$ cat config.mk
export PLATFORM = sky130hd
export DESIGN_NAME = ysyx_22040175_ifu_prefetch_flat
export DESIGN_NICKNAME = d
export VERILOG_FILES = /design/src/rtl/ysyx_22040175_ifu_prefetch_pkg.sv /design/src/rtl/ysyx_22040175_ifu_prefetch_if.sv /design/src/rtl/ysyx_22040175_sync_fifo.sv /design/src/rtl/ysyx_22040175_ifu_prefetch.sv /design/src/flat_wrapper.sv
export SDC_FILE = /design/constraint.sdc
export NUM_CORES = 1
export LEC_CHECK = 0
export BUFFER_PORTS_ARGS = -buffer_cell sky130_fd_sc_hd__buf_2
export CELL_PAD_IN_SITES_DETAIL_PLACEMENT = 0
export CELL_PAD_IN_SITES_GLOBAL_PLACEMENT = 1
export CORE_ASPECT_RATIO = 1.5
export CORE_MARGIN = 8
export CORE_UTILIZATION = 30
export DETAILED_ROUTE_END_ITERATION = 12
export HOLD_SLACK_MARGIN = 0.06
export PLACE_DENSITY_LB_ADDON = 0.08
export SYNTH_ARGS = -nofsm -noshare
export SYNTH_HDL_FRONTEND = slang
export SYNTH_SLANG_ARGS = --single-unit
$ cat constraint.sdc
create_clock -name clk -period 5.05 [get_ports clk]
set_input_delay 1.01 -clock clk [delete_from_list [all_inputs] [get_ports clk]]
set_output_delay 1.01 -clock clk [all_outputs]
set_load 0.005 [all_outputs]
$ cat src/rtl/ysyx_22040175_ifu_prefetch_pkg.sv
// Shared constants for the prefetching instruction-fetch unit.
//  CpuWidth / InstWidth / ResetPc / IbufDepth : default geometry of the fetch unit
//  S_BOOT / S_RUN                             : fetch FSM encodings
//  cnt_width()                                : width of counters that must hold 0..depth
package ysyx_22040175_ifu_prefetch_pkg;

  localparam int unsigned CpuWidth  = 64;
  localparam int unsigned InstWidth = 32;
  localparam logic [63:0] ResetPc   = 64'h8000_0000;
  localparam int unsigned IbufDepth = 4;

  typedef logic [0:0] fetch_state_t;

  // BOOT holds off requests for one cycle after reset.
  localparam fetch_state_t S_BOOT = 1'b0;
  localparam fetch_state_t S_RUN  = 1'b1;

  // One spare bit so counter arithmetic cannot wrap before the assertions see it.
  function automatic int unsigned cnt_width(input int unsigned depth);
    return $clog2(depth + 1) + 1;
  endfunction

endpackage

$ cat src/rtl/ysyx_22040175_ifu_prefetch_if.sv
// Bus bundle of the fetch unit: instruction-memory request/response, redirect input and
// the decoder-side instruction port.
//  master : fetch-unit side (drives requests and the instruction port)
//  slave  : environment side (memory, branch unit, decoder)
interface ysyx_22040175_ifu_prefetch_if
  import ysyx_22040175_ifu_prefetch_pkg::*;
#(
  parameter int unsigned XLEN = CpuWidth,
  parameter int unsigned ILEN = InstWidth
) ();

  logic            imem_req_valid;
  logic            imem_req_ready;
  logic [XLEN-1:0] imem_req_addr;
  logic            imem_rsp_valid;
  logic [ILEN-1:0] imem_rsp_data;
  logic            imem_rsp_err;
  logic            redirect_valid;
  logic [XLEN-1:0] redirect_pc;
  logic            inst_valid;
  logic            inst_ready;
  logic [ILEN-1:0] inst_data;
  logic [XLEN-1:0] inst_pc;
  logic            inst_err;

  modport master (
    output imem_req_valid, imem_req_addr,
    input  imem_req_ready,
    input  imem_rsp_valid, imem_rsp_data, imem_rsp_err,
    input  redirect_valid, redirect_pc,
    output inst_valid, inst_data, inst_pc, inst_err,
    input  inst_ready
  );

  modport slave (
    input  imem_req_valid, imem_req_addr,
    output imem_req_ready,
    output imem_rsp_valid, imem_rsp_data, imem_rsp_err,
    output redirect_valid, redirect_pc,
    input  inst_valid, inst_data, inst_pc, inst_err,
    output inst_ready
  );

endinterface

$ cat src/rtl/ysyx_22040175_sync_fifo.sv
// Synchronous FIFO with registered storage and synchronous flush.
//  clk, rst      : clock, synchronous active-high reset
//  flush         : empties the FIFO at the next edge (overrides push/pop)
//  push/push_data: write request; accepted when not full, or when full and popping
//  pop/pop_data  : pop_data shows the head; pop is ignored while empty
//  full/empty    : occupancy flags
//  count         : number of stored entries (0..DEPTH)
// DEPTH must be a power of two so the pointers wrap naturally.
module ysyx_22040175_sync_fifo #(
  parameter int unsigned WIDTH = 8,
  parameter int unsigned DEPTH = 4
) (
  input  logic                     clk,
  input  logic                     rst,
  input  logic                     flush,
  input  logic                     push,
  input  logic [WIDTH-1:0]         push_data,
  input  logic                     pop,
  output logic [WIDTH-1:0]         pop_data,
  output logic                     full,
  output logic                     empty,
  output logic [$clog2(DEPTH):0]   count
);

  localparam int unsigned AW = $clog2(DEPTH);

  logic [WIDTH-1:0] mem_q [DEPTH];
  logic [AW-1:0]    wr_ptr_q;
  logic [AW-1:0]    rd_ptr_q;
  logic [AW:0]      count_q;
  logic             push_en;
  logic             pop_en;

  assign empty    = (count_q == '0);
  assign full     = (count_q == (AW+1)'(DEPTH));
  assign count    = count_q;
  assign pop_en   = pop && !empty;
  // A full FIFO still takes a push when the head leaves in the same cycle.
  assign push_en  = push && (!full || pop_en);
  assign pop_data = mem_q[rd_ptr_q];

  always_ff @(posedge clk) begin
    if (rst || flush) begin
      wr_ptr_q <= '0;
      rd_ptr_q <= '0;
      count_q  <= '0;
    end else begin
      if (push_en) begin
        wr_ptr_q <= wr_ptr_q + AW'(1);
      end
      if (pop_en) begin
        rd_ptr_q <= rd_ptr_q + AW'(1);
      end
      count_q <= count_q + (AW+1)'(push_en) - (AW+1)'(pop_en);
    end
  end

  // Storage carries no reset; entries are only observed once counted.
  always_ff @(posedge clk) begin
    if (push_en && !flush) begin
      mem_q[wr_ptr_q] <= push_data;
    end
  end

endmodule

$ cat src/rtl/ysyx_22040175_ifu_prefetch.sv
// Prefetching instruction-fetch unit.
// Owns the fetch PC, issues pipelined word fetches to instruction memory, buffers the
// in-order responses and hands them to the decoder. A redirect flushes buffered work and
// discards every response still owed for requests issued before it.
//  clk, rst : clock, synchronous active-high reset
//  bus      : master side of ysyx_22040175_ifu_prefetch_if
//             imem_req_*  fetch request (valid/ready, word-aligned addr)
//             imem_rsp_*  in-order response (data, access fault), no backpressure
//             redirect_*  flush and restart at redirect_pc (low two bits ignored)
//             inst_*      head of the instruction buffer (valid/ready, data, pc, fault)
module ysyx_22040175_ifu_prefetch
  import ysyx_22040175_ifu_prefetch_pkg::*;
#(
  parameter int unsigned     XLEN       = CpuWidth,
  parameter logic [XLEN-1:0] RESET_PC   = XLEN'(ResetPc),
  parameter int unsigned     FIFO_DEPTH = IbufDepth,
  parameter int unsigned     ILEN       = InstWidth
) (
  input  logic                         clk,
  input  logic                         rst,
  ysyx_22040175_ifu_prefetch_if.master bus
);

  localparam int unsigned AW = $clog2(FIFO_DEPTH);
  localparam int unsigned CW = cnt_width(FIFO_DEPTH);
  localparam int unsigned EW = XLEN + 1 + ILEN;

  fetch_state_t    state_q, state_d;
  logic [XLEN-1:0] fetch_pc_q, fetch_pc_d;
  // A request stalled across a redirect keeps its old address until accepted.
  logic            stale_q, stale_d;
  logic [XLEN-1:0] stale_addr_q, stale_addr_d;
  logic [CW-1:0]   inflight_q, inflight_d;
  logic [CW-1:0]   drop_cnt_q, drop_cnt_d;

  logic            redirect;
  logic            req_valid;
  logic [XLEN-1:0] req_addr;
  logic            fire;
  logic            stalled;
  logic            rsp;
  logic [CW:0]     occupancy;
  logic            credit_ok;

  logic            ibuf_push;
  logic            ibuf_full;
  logic            ibuf_empty;
  logic [AW:0]     ibuf_count;
  logic [EW-1:0]   ibuf_wdata;
  logic [EW-1:0]   ibuf_rdata;

  logic            shq_full;
  logic            shq_empty;
  logic [AW:0]     shq_count;
  logic [XLEN-1:0] rsp_pc;

  assign redirect = bus.redirect_valid;
  assign rsp      = bus.imem_rsp_valid;

  // Every outstanding request owns a buffer slot, so responses never meet a full buffer.
  // Without a fire, inflight + count can only shrink, so an offered request stays offered.
  assign occupancy = (CW+1)'(inflight_q) + (CW+1)'(ibuf_count);
  assign credit_ok = (occupancy < (CW+1)'(FIFO_DEPTH));

  assign req_valid = (state_q == S_RUN) && (stale_q || credit_ok);
  assign req_addr  = stale_q ? stale_addr_q : fetch_pc_q;
  assign fire      = req_valid && bus.imem_req_ready;
  assign stalled   = req_valid && !bus.imem_req_ready;

  // A response in the redirect cycle is older than the redirect and is discarded.
  assign ibuf_push  = rsp && !redirect && (drop_cnt_q == '0);
  assign ibuf_wdata = {rsp_pc, bus.imem_rsp_err, bus.imem_rsp_data};

  always_comb begin
    state_d      = state_q;
    fetch_pc_d   = fetch_pc_q;
    stale_d      = stale_q;
    stale_addr_d = stale_addr_q;
    inflight_d   = inflight_q + CW'(fire) - CW'(rsp);
    drop_cnt_d   = drop_cnt_q;

    if (state_q == S_BOOT) begin
      state_d = S_RUN;
    end

    // A stale request's address was already consumed from fetch_pc.
    if (fire && !stale_q) begin
      fetch_pc_d = fetch_pc_q + XLEN'(4);
    end

    if (fire) begin
      stale_d = 1'b0;
    end

    if (redirect) begin
      fetch_pc_d = {bus.redirect_pc[XLEN-1:2], 2'b00};
      // Everything outstanding after this edge predates the redirect.
      drop_cnt_d = inflight_d;
      if (stalled) begin
        stale_d      = 1'b1;
        stale_addr_d = req_addr;
      end
    end else begin
      drop_cnt_d = drop_cnt_q - CW'(rsp && (drop_cnt_q != '0)) + CW'(fire && stale_q);
    end
  end

  always_ff @(posedge clk) begin
    if (rst) begin
      state_q      <= S_BOOT;
      fetch_pc_q   <= RESET_PC;
      stale_q      <= 1'b0;
      stale_addr_q <= '0;
      inflight_q   <= '0;
      drop_cnt_q   <= '0;
    end else begin
      state_q      <= state_d;
      fetch_pc_q   <= fetch_pc_d;
      stale_q      <= stale_d;
      stale_addr_q <= stale_addr_d;
      inflight_q   <= inflight_d;
      drop_cnt_q   <= drop_cnt_d;
    end
  end

  // Instruction buffer: {pc, err, data}, flushed by redirect.
  ysyx_22040175_sync_fifo #(
    .WIDTH (EW),
    .DEPTH (FIFO_DEPTH)
  ) u_ibuf (
    .clk       (clk),
    .rst       (rst),
    .flush     (redirect),
    .push      (ibuf_push),
    .push_data (ibuf_wdata),
    .pop       (bus.inst_ready),
    .pop_data  (ibuf_rdata),
    .full      (ibuf_full),
    .empty     (ibuf_empty),
    .count     (ibuf_count)
  );

  // Address shadow queue: one entry per outstanding request, popped by every response
  // (dropped or not), so its head is always the PC of the arriving response.
  ysyx_22040175_sync_fifo #(
    .WIDTH (XLEN),
    .DEPTH (FIFO_DEPTH)
  ) u_addr_shadow (
    .clk       (clk),
    .rst       (rst),
    .flush     (1'b0),
    .push      (fire),
    .push_data (req_addr),
    .pop       (rsp),
    .pop_data  (rsp_pc),
    .full      (shq_full),
    .empty     (shq_empty),
    .count     (shq_count)
  );

  assign bus.imem_req_valid = req_valid;
  assign bus.imem_req_addr  = req_addr;
  assign bus.inst_valid     = !ibuf_empty;
  assign bus.inst_pc        = ibuf_rdata[EW-1 -: XLEN];
  assign bus.inst_err       = ibuf_rdata[ILEN];
  assign bus.inst_data      = ibuf_rdata[ILEN-1:0];

  always_ff @(posedge clk) begin
    if (!rst) begin
      assert (inflight_q <= CW'(FIFO_DEPTH));
      assert (!(rsp && (inflight_q == '0)));
      assert (!(rsp && shq_empty));
      assert (!(fire && shq_full));
      assert (!(ibuf_push && ibuf_full));
      assert (CW'(shq_count) == inflight_q);
    end
  end

endmodule

$ cat src/flat_wrapper.sv
// flat-port wrapper written by rule: the top's interface ports become plain ports
module ysyx_22040175_ifu_prefetch_flat import ysyx_22040175_ifu_prefetch_pkg::*;
#(
  parameter int unsigned     XLEN       = CpuWidth,
  parameter logic [XLEN-1:0] RESET_PC   = XLEN'(ResetPc),
  parameter int unsigned     FIFO_DEPTH = IbufDepth,
  parameter int unsigned     ILEN       = InstWidth
)
  (clk, rst, bus_imem_req_valid, bus_imem_req_addr, bus_imem_req_ready, bus_imem_rsp_valid, bus_imem_rsp_data, bus_imem_rsp_err, bus_redirect_valid, bus_redirect_pc, bus_inst_valid, bus_inst_data, bus_inst_pc, bus_inst_err, bus_inst_ready);
  ysyx_22040175_ifu_prefetch_if #(.XLEN(XLEN), .ILEN(ILEN)) bus_i ();
  input  logic clk;
  input  logic rst;
  output wire logic [$bits(bus_i.imem_req_valid)-1:0] bus_imem_req_valid;
  output wire logic [$bits(bus_i.imem_req_addr)-1:0] bus_imem_req_addr;
  input wire logic [$bits(bus_i.imem_req_ready)-1:0] bus_imem_req_ready;
  input wire logic [$bits(bus_i.imem_rsp_valid)-1:0] bus_imem_rsp_valid;
  input wire logic [$bits(bus_i.imem_rsp_data)-1:0] bus_imem_rsp_data;
  input wire logic [$bits(bus_i.imem_rsp_err)-1:0] bus_imem_rsp_err;
  input wire logic [$bits(bus_i.redirect_valid)-1:0] bus_redirect_valid;
  input wire logic [$bits(bus_i.redirect_pc)-1:0] bus_redirect_pc;
  output wire logic [$bits(bus_i.inst_valid)-1:0] bus_inst_valid;
  output wire logic [$bits(bus_i.inst_data)-1:0] bus_inst_data;
  output wire logic [$bits(bus_i.inst_pc)-1:0] bus_inst_pc;
  output wire logic [$bits(bus_i.inst_err)-1:0] bus_inst_err;
  input wire logic [$bits(bus_i.inst_ready)-1:0] bus_inst_ready;
  assign bus_imem_req_valid = bus_i.imem_req_valid;
  assign bus_imem_req_addr = bus_i.imem_req_addr;
  assign bus_i.imem_req_ready = bus_imem_req_ready;
  assign bus_i.imem_rsp_valid = bus_imem_rsp_valid;
  assign bus_i.imem_rsp_data = bus_imem_rsp_data;
  assign bus_i.imem_rsp_err = bus_imem_rsp_err;
  assign bus_i.redirect_valid = bus_redirect_valid;
  assign bus_i.redirect_pc = bus_redirect_pc;
  assign bus_inst_valid = bus_i.inst_valid;
  assign bus_inst_data = bus_i.inst_data;
  assign bus_inst_pc = bus_i.inst_pc;
  assign bus_inst_err = bus_i.inst_err;
  assign bus_i.inst_ready = bus_inst_ready;
  ysyx_22040175_ifu_prefetch #(.XLEN(XLEN), .RESET_PC(RESET_PC), .FIFO_DEPTH(FIFO_DEPTH), .ILEN(ILEN)) u_core (.clk(clk), .rst(rst), .bus(bus_i));
endmodule
==> flow_summary.json <==
{
  "track_usage_pct": 14.8,
  "grt_pass1_vias": 18300,
  "synth-edff-count": 644,
  "fin_tns_setup_ns": 0,
  "cts_buffer_depth": 3,
  "hold_depth": 1,
  "grt_first_pass_wirelength_um": 125000,
  "port_buffers": 263,
  "core_um2": 104000,
  "dp_cells": 3360,
  "syn_area_um2": 31300,
  "clockPowerShare_pct": 38.2,
  "worstRegToRegCells": 6,
  "die_y_um": 412,
  "drc": 0,
  "layout-drive-gt1-share_pct": 30.6,
  "p_sw_share_pct": 24.3,
  "h-tree-depth": 3,
  "hold_path_class": "flip-flop to flip-flop",
  "place_ws_ns": 1.23,
  "post-route-period-util_pct": 73.4,
  "crit_type": "flip-flop to primary output",
  "fin_util_pct": 35.9,
  "post-dp-hpwl_um": 55100,
  "cpPeakStageDelay_ns": 0.94,
  "rsz0062_at_grt": "no",
  "yosys_warnings": 0,
  "gp_congestion": 0.735,
  "cts_root_buf": "clkbuf_16",
  "drv_slew": 0,
  "synth_seq_area_share_pct": 71.6,
  "die_w_um": 280,
  "hp-start": "u_core.stale_addr_q[1]$_SDFFE_PP0P_",
  "post_cts_resized": 0,
  "drt-total-wl_um": 85500,
  "met2_length_um": 43600,
  "fin_cells": 3513,
  "min_to": "u_core.stale_addr_q[1]$_SDFFE_PP0P_",
  "fin_ws_ns": 1.34,
  "fin_crit_ns": 3.71,
  "slowest_stage": "dfxtp_4",
  "r2r_slack_ns": 1.45,
  "startpoint_type": "flip-flop",
  "num_rows": 145,
  "placed_area_um2": 34600,
  "path_cells": "buf_12, mux4_2, buf_2",
  "hold_viol": 0,
  "clk_pin_slew_ns": 0.06,
  "fin_area_um2": 37300,
  "antenna_found_initial": 6,
  "max_freq_mhz": 270,
  "power.leakage_uw": 0.0121,
  "ys_types": 51,
  "vias": 16900,
  "power_frac_comb_pct": 12.7,
  "synth-seq-cells": 798,
  "area_delta_synth_final_pct": 19.0,
  "grt.overflow.total": 0,
  "wirelength_met1_um": 36500,
  "r2r_end": "u_core.u_addr_shadow.mem_q[2][22]$_DFFE_PP_",
  "worst-path-max-fanout": 35,
  "hold_buffers": 0,
  "ys_async_sr_fraction_pct": 0,
  "worstPathArrival_ns": 2.70,
  "run_status": "finished, final reports clean",
  "internal_power_uw": 12300,
  "ant_nets": 0,
  "wl_per_cell_um": 24.3,
  "cp.required_ns": 4.04,
  "ios": 266,
  "met3_length_um": 3790,
  "cp-end-kind": "primary output",
  "start_util_pct": 30.2,
  "clock_skew_ns": 0.0163,
  "cts_sinks": 798,
  "tightest_slew_ns": 0.943,
  "p_sw_uw": 3930,
  "grt_max_degree": 73,
  "maxCapViolations": 0,
  "setup_viol": 0,
  "syn_nets": 1888,
  "fp.dieArea_um2": 115000,
  "r2r-start": "u_core.u_ibuf.count[2]$_SDFF_PP0_",
  "ir_drop_uv": 221,
  "synth_area_per_cell_um2": 17.8,
  "numCtsBuffers": 83,
  "via_per_inst": 4.80,
  "post_cts_buffers": 0,
  "synth_flop_cell": "edfxtp_1",
  "seqPwrFrac_pct": 49.1,
  "power_density_nw_per_um2": 435,
  "initialDrtViolationCount": 944,
  "slew-limit-headroom_pct": 37.1,
  "top_layer_used": "met5",
  "final_net_count": 2178,
  "cts_tree": "built",
  "clock_latency_ns": 0.65,
  "dr.pass1.iters": 5,
  "netlist_instances": 1759
}
## power groups by stage
stage               logic (uW)  registers, uW  clock network (uW)
floorplan                 1410           7960                   0
global placement          2090           8090                   0
detailed placement        2140           8110                   0
CTS                       2150           7970                6420
global route              2270           8000                6640
finish                    2060           7960                6180
## synth_stat cells (3+ instances only)
| library cell | n | area (um^2) |
|---|---|---|
| or3_1 | 9 | 56.3 |
| ha_1 | 22 | 275 |
| nand2_1 | 48 | 180 |
| and4_1 | 13 | 114 |
| mux4_2 | 161 | 3630 |
| buf_1 | 26 | 97.6 |
| inv_1 | 32 | 120 |
| clkbuf_1 | 60 | 225 |
| mux2i_1 | 65 | 651 |
| nand4_1 | 29 | 181 |
| xnor2_1 | 24 | 210 |
| fa_1 | 4 | 80.1 |
| a2111oi_1 | 3 | 30.0 |
| nor3_1 | 16 | 80.1 |
| o21ai_0 | 14 | 70.1 |
| a21o_1 | 3 | 22.5 |
| a2111oi_0 | 10 | 87.6 |
| nor4_1 | 16 | 100 |
| a211oi_1 | 22 | 165 |
| and3_1 | 12 | 75.1 |
| a21oi_1 | 10 | 50.1 |
| o2111a_1 | 5 | 56.3 |
| nand3_1 | 23 | 115 |
| or4_1 | 13 | 97.6 |
| nor4b_1 | 8 | 70.1 |
| a311oi_1 | 24 | 210 |
| edfxtp_1 | 644 | 19300 |
| nor2b_1 | 10 | 62.6 |
| o31ai_1 | 12 | 90.1 |
| mux2_2 | 60 | 676 |
| xor2_1 | 12 | 105 |
| and2_1 | 20 | 125 |
| buf_2 | 9 | 45.0 |
| dfxtp_1 | 154 | 3080 |
| nor2_1 | 145 | 544 |
## worst max-delay path, delay by kind of cell, from the launching register on
| family | cells | cell delay (ns) |
|---|---|---|
| mux | 1 | 0.56 |
| buf+inv | 2 | 0.45 |
| flops | 1 | 0.94 |
## stage by stage
step	hold WS (ns)	power, uW
after floorplan	0.421	9370
after global placement	0.437	10200
after detailed placement	0.440	10200
after CTS	0.454	16500
after global routing	0.485	16900
final	0.451	16200
## logic make-up (layout without fill, tap and decap cells)
group,after synthesis,in the layout,share of synthesized area [%]
adder cells (fa/ha/maj),26,26,1.13
AND/OR/NAND/NOR,373,373,6.15
flip-flops,798,798,71.6
other,0,1,0
AO/OA/AOI/OAI,113,113,2.77
buffers and inverters,127,484,1.56
multiplexers,286,286,15.8
XOR/XNOR,36,36,1.01
## registers in the layout, summed over array words and instances (netlist names), named ones only
| signal | count |
|---|---|
| u_core.u_ibuf.wr_ptr_q | 2 |
| u_core.state_q | 1 |
| u_core.stale_q | 1 |
| u_core.u_ibuf.rd_ptr_q | 2 |
| u_core.inflight_q | 4 |
| u_core.fetch_pc_q | 62 |
| u_core.stale_addr_q | 64 |
| u_core.u_addr_shadow.wr_ptr_q | 2 |
| u_core.u_addr_shadow.rd_ptr_q | 2 |
| u_core.u_ibuf.mem_q | 388 |
| u_core.u_addr_shadow.mem_q | 256 |
| u_core.drop_cnt_q | 4 |
| u_core.u_addr_shadow.count | 3 |
| u_core.u_ibuf.count | 3 |
## metal layers
layer	GRT usage, %	vias up
met5	0	-
met4	4.27	2
met3	2.78	90
met2	25.7	371
met1	18.6	8790
li1	-	7615
## worst max path at each step
stage	end	slack, ns	cells past startpoint
5_1_grt	bus_inst_pc[53]	1.14	3
4_1_cts	bus_inst_pc[62]	1.18	3
3_3_place_gp	u_core.u_ibuf.mem_q[0][88]$_DFFE_PP_	1.26	6
2_1_floorplan	u_core.u_ibuf.mem_q[1][0]$_DFFE_PP_	0.58	5
6_report	bus_inst_pc[27]	1.34	3
3_5_place_dp	u_core.u_ibuf.mem_q[0][88]$_DFFE_PP_	1.23	6
## area by class of cell
type	instances	area, um^2
fill	9931	66500
sequential	798	22400
multi-input combinational	834	8440
clock buffer	114	2290
timing repair buffer	300	1810
tap	1396	1750
clock inverter	38	429
inverter	32	121
antenna	1	2.50
## cells in the final DEF (no fill, tap or decap), drive strengths merged, types with 8 or more instances in the layout
cell	count
mux4	161
and2	20
o21ai	14
nand4	30
nand3	24
or4	13
clkinv	28
xor2	12
mux2	60
nor3	16
clkbuf	114
nor2	145
a2111oi	13
a311oi	24
nor2b	10
edfxtp	644
or3	9
buf	300
xnor2	24
nor4b	8
nor4	18
and3	12
nand2	48
and4	13
inv	33
dfxtp	154
o31ai	12
bufinv	9
mux2i	65
a21oi	10
ha	22
a211oi	22
Note: power is estimated with default switching activity, not from simulation.
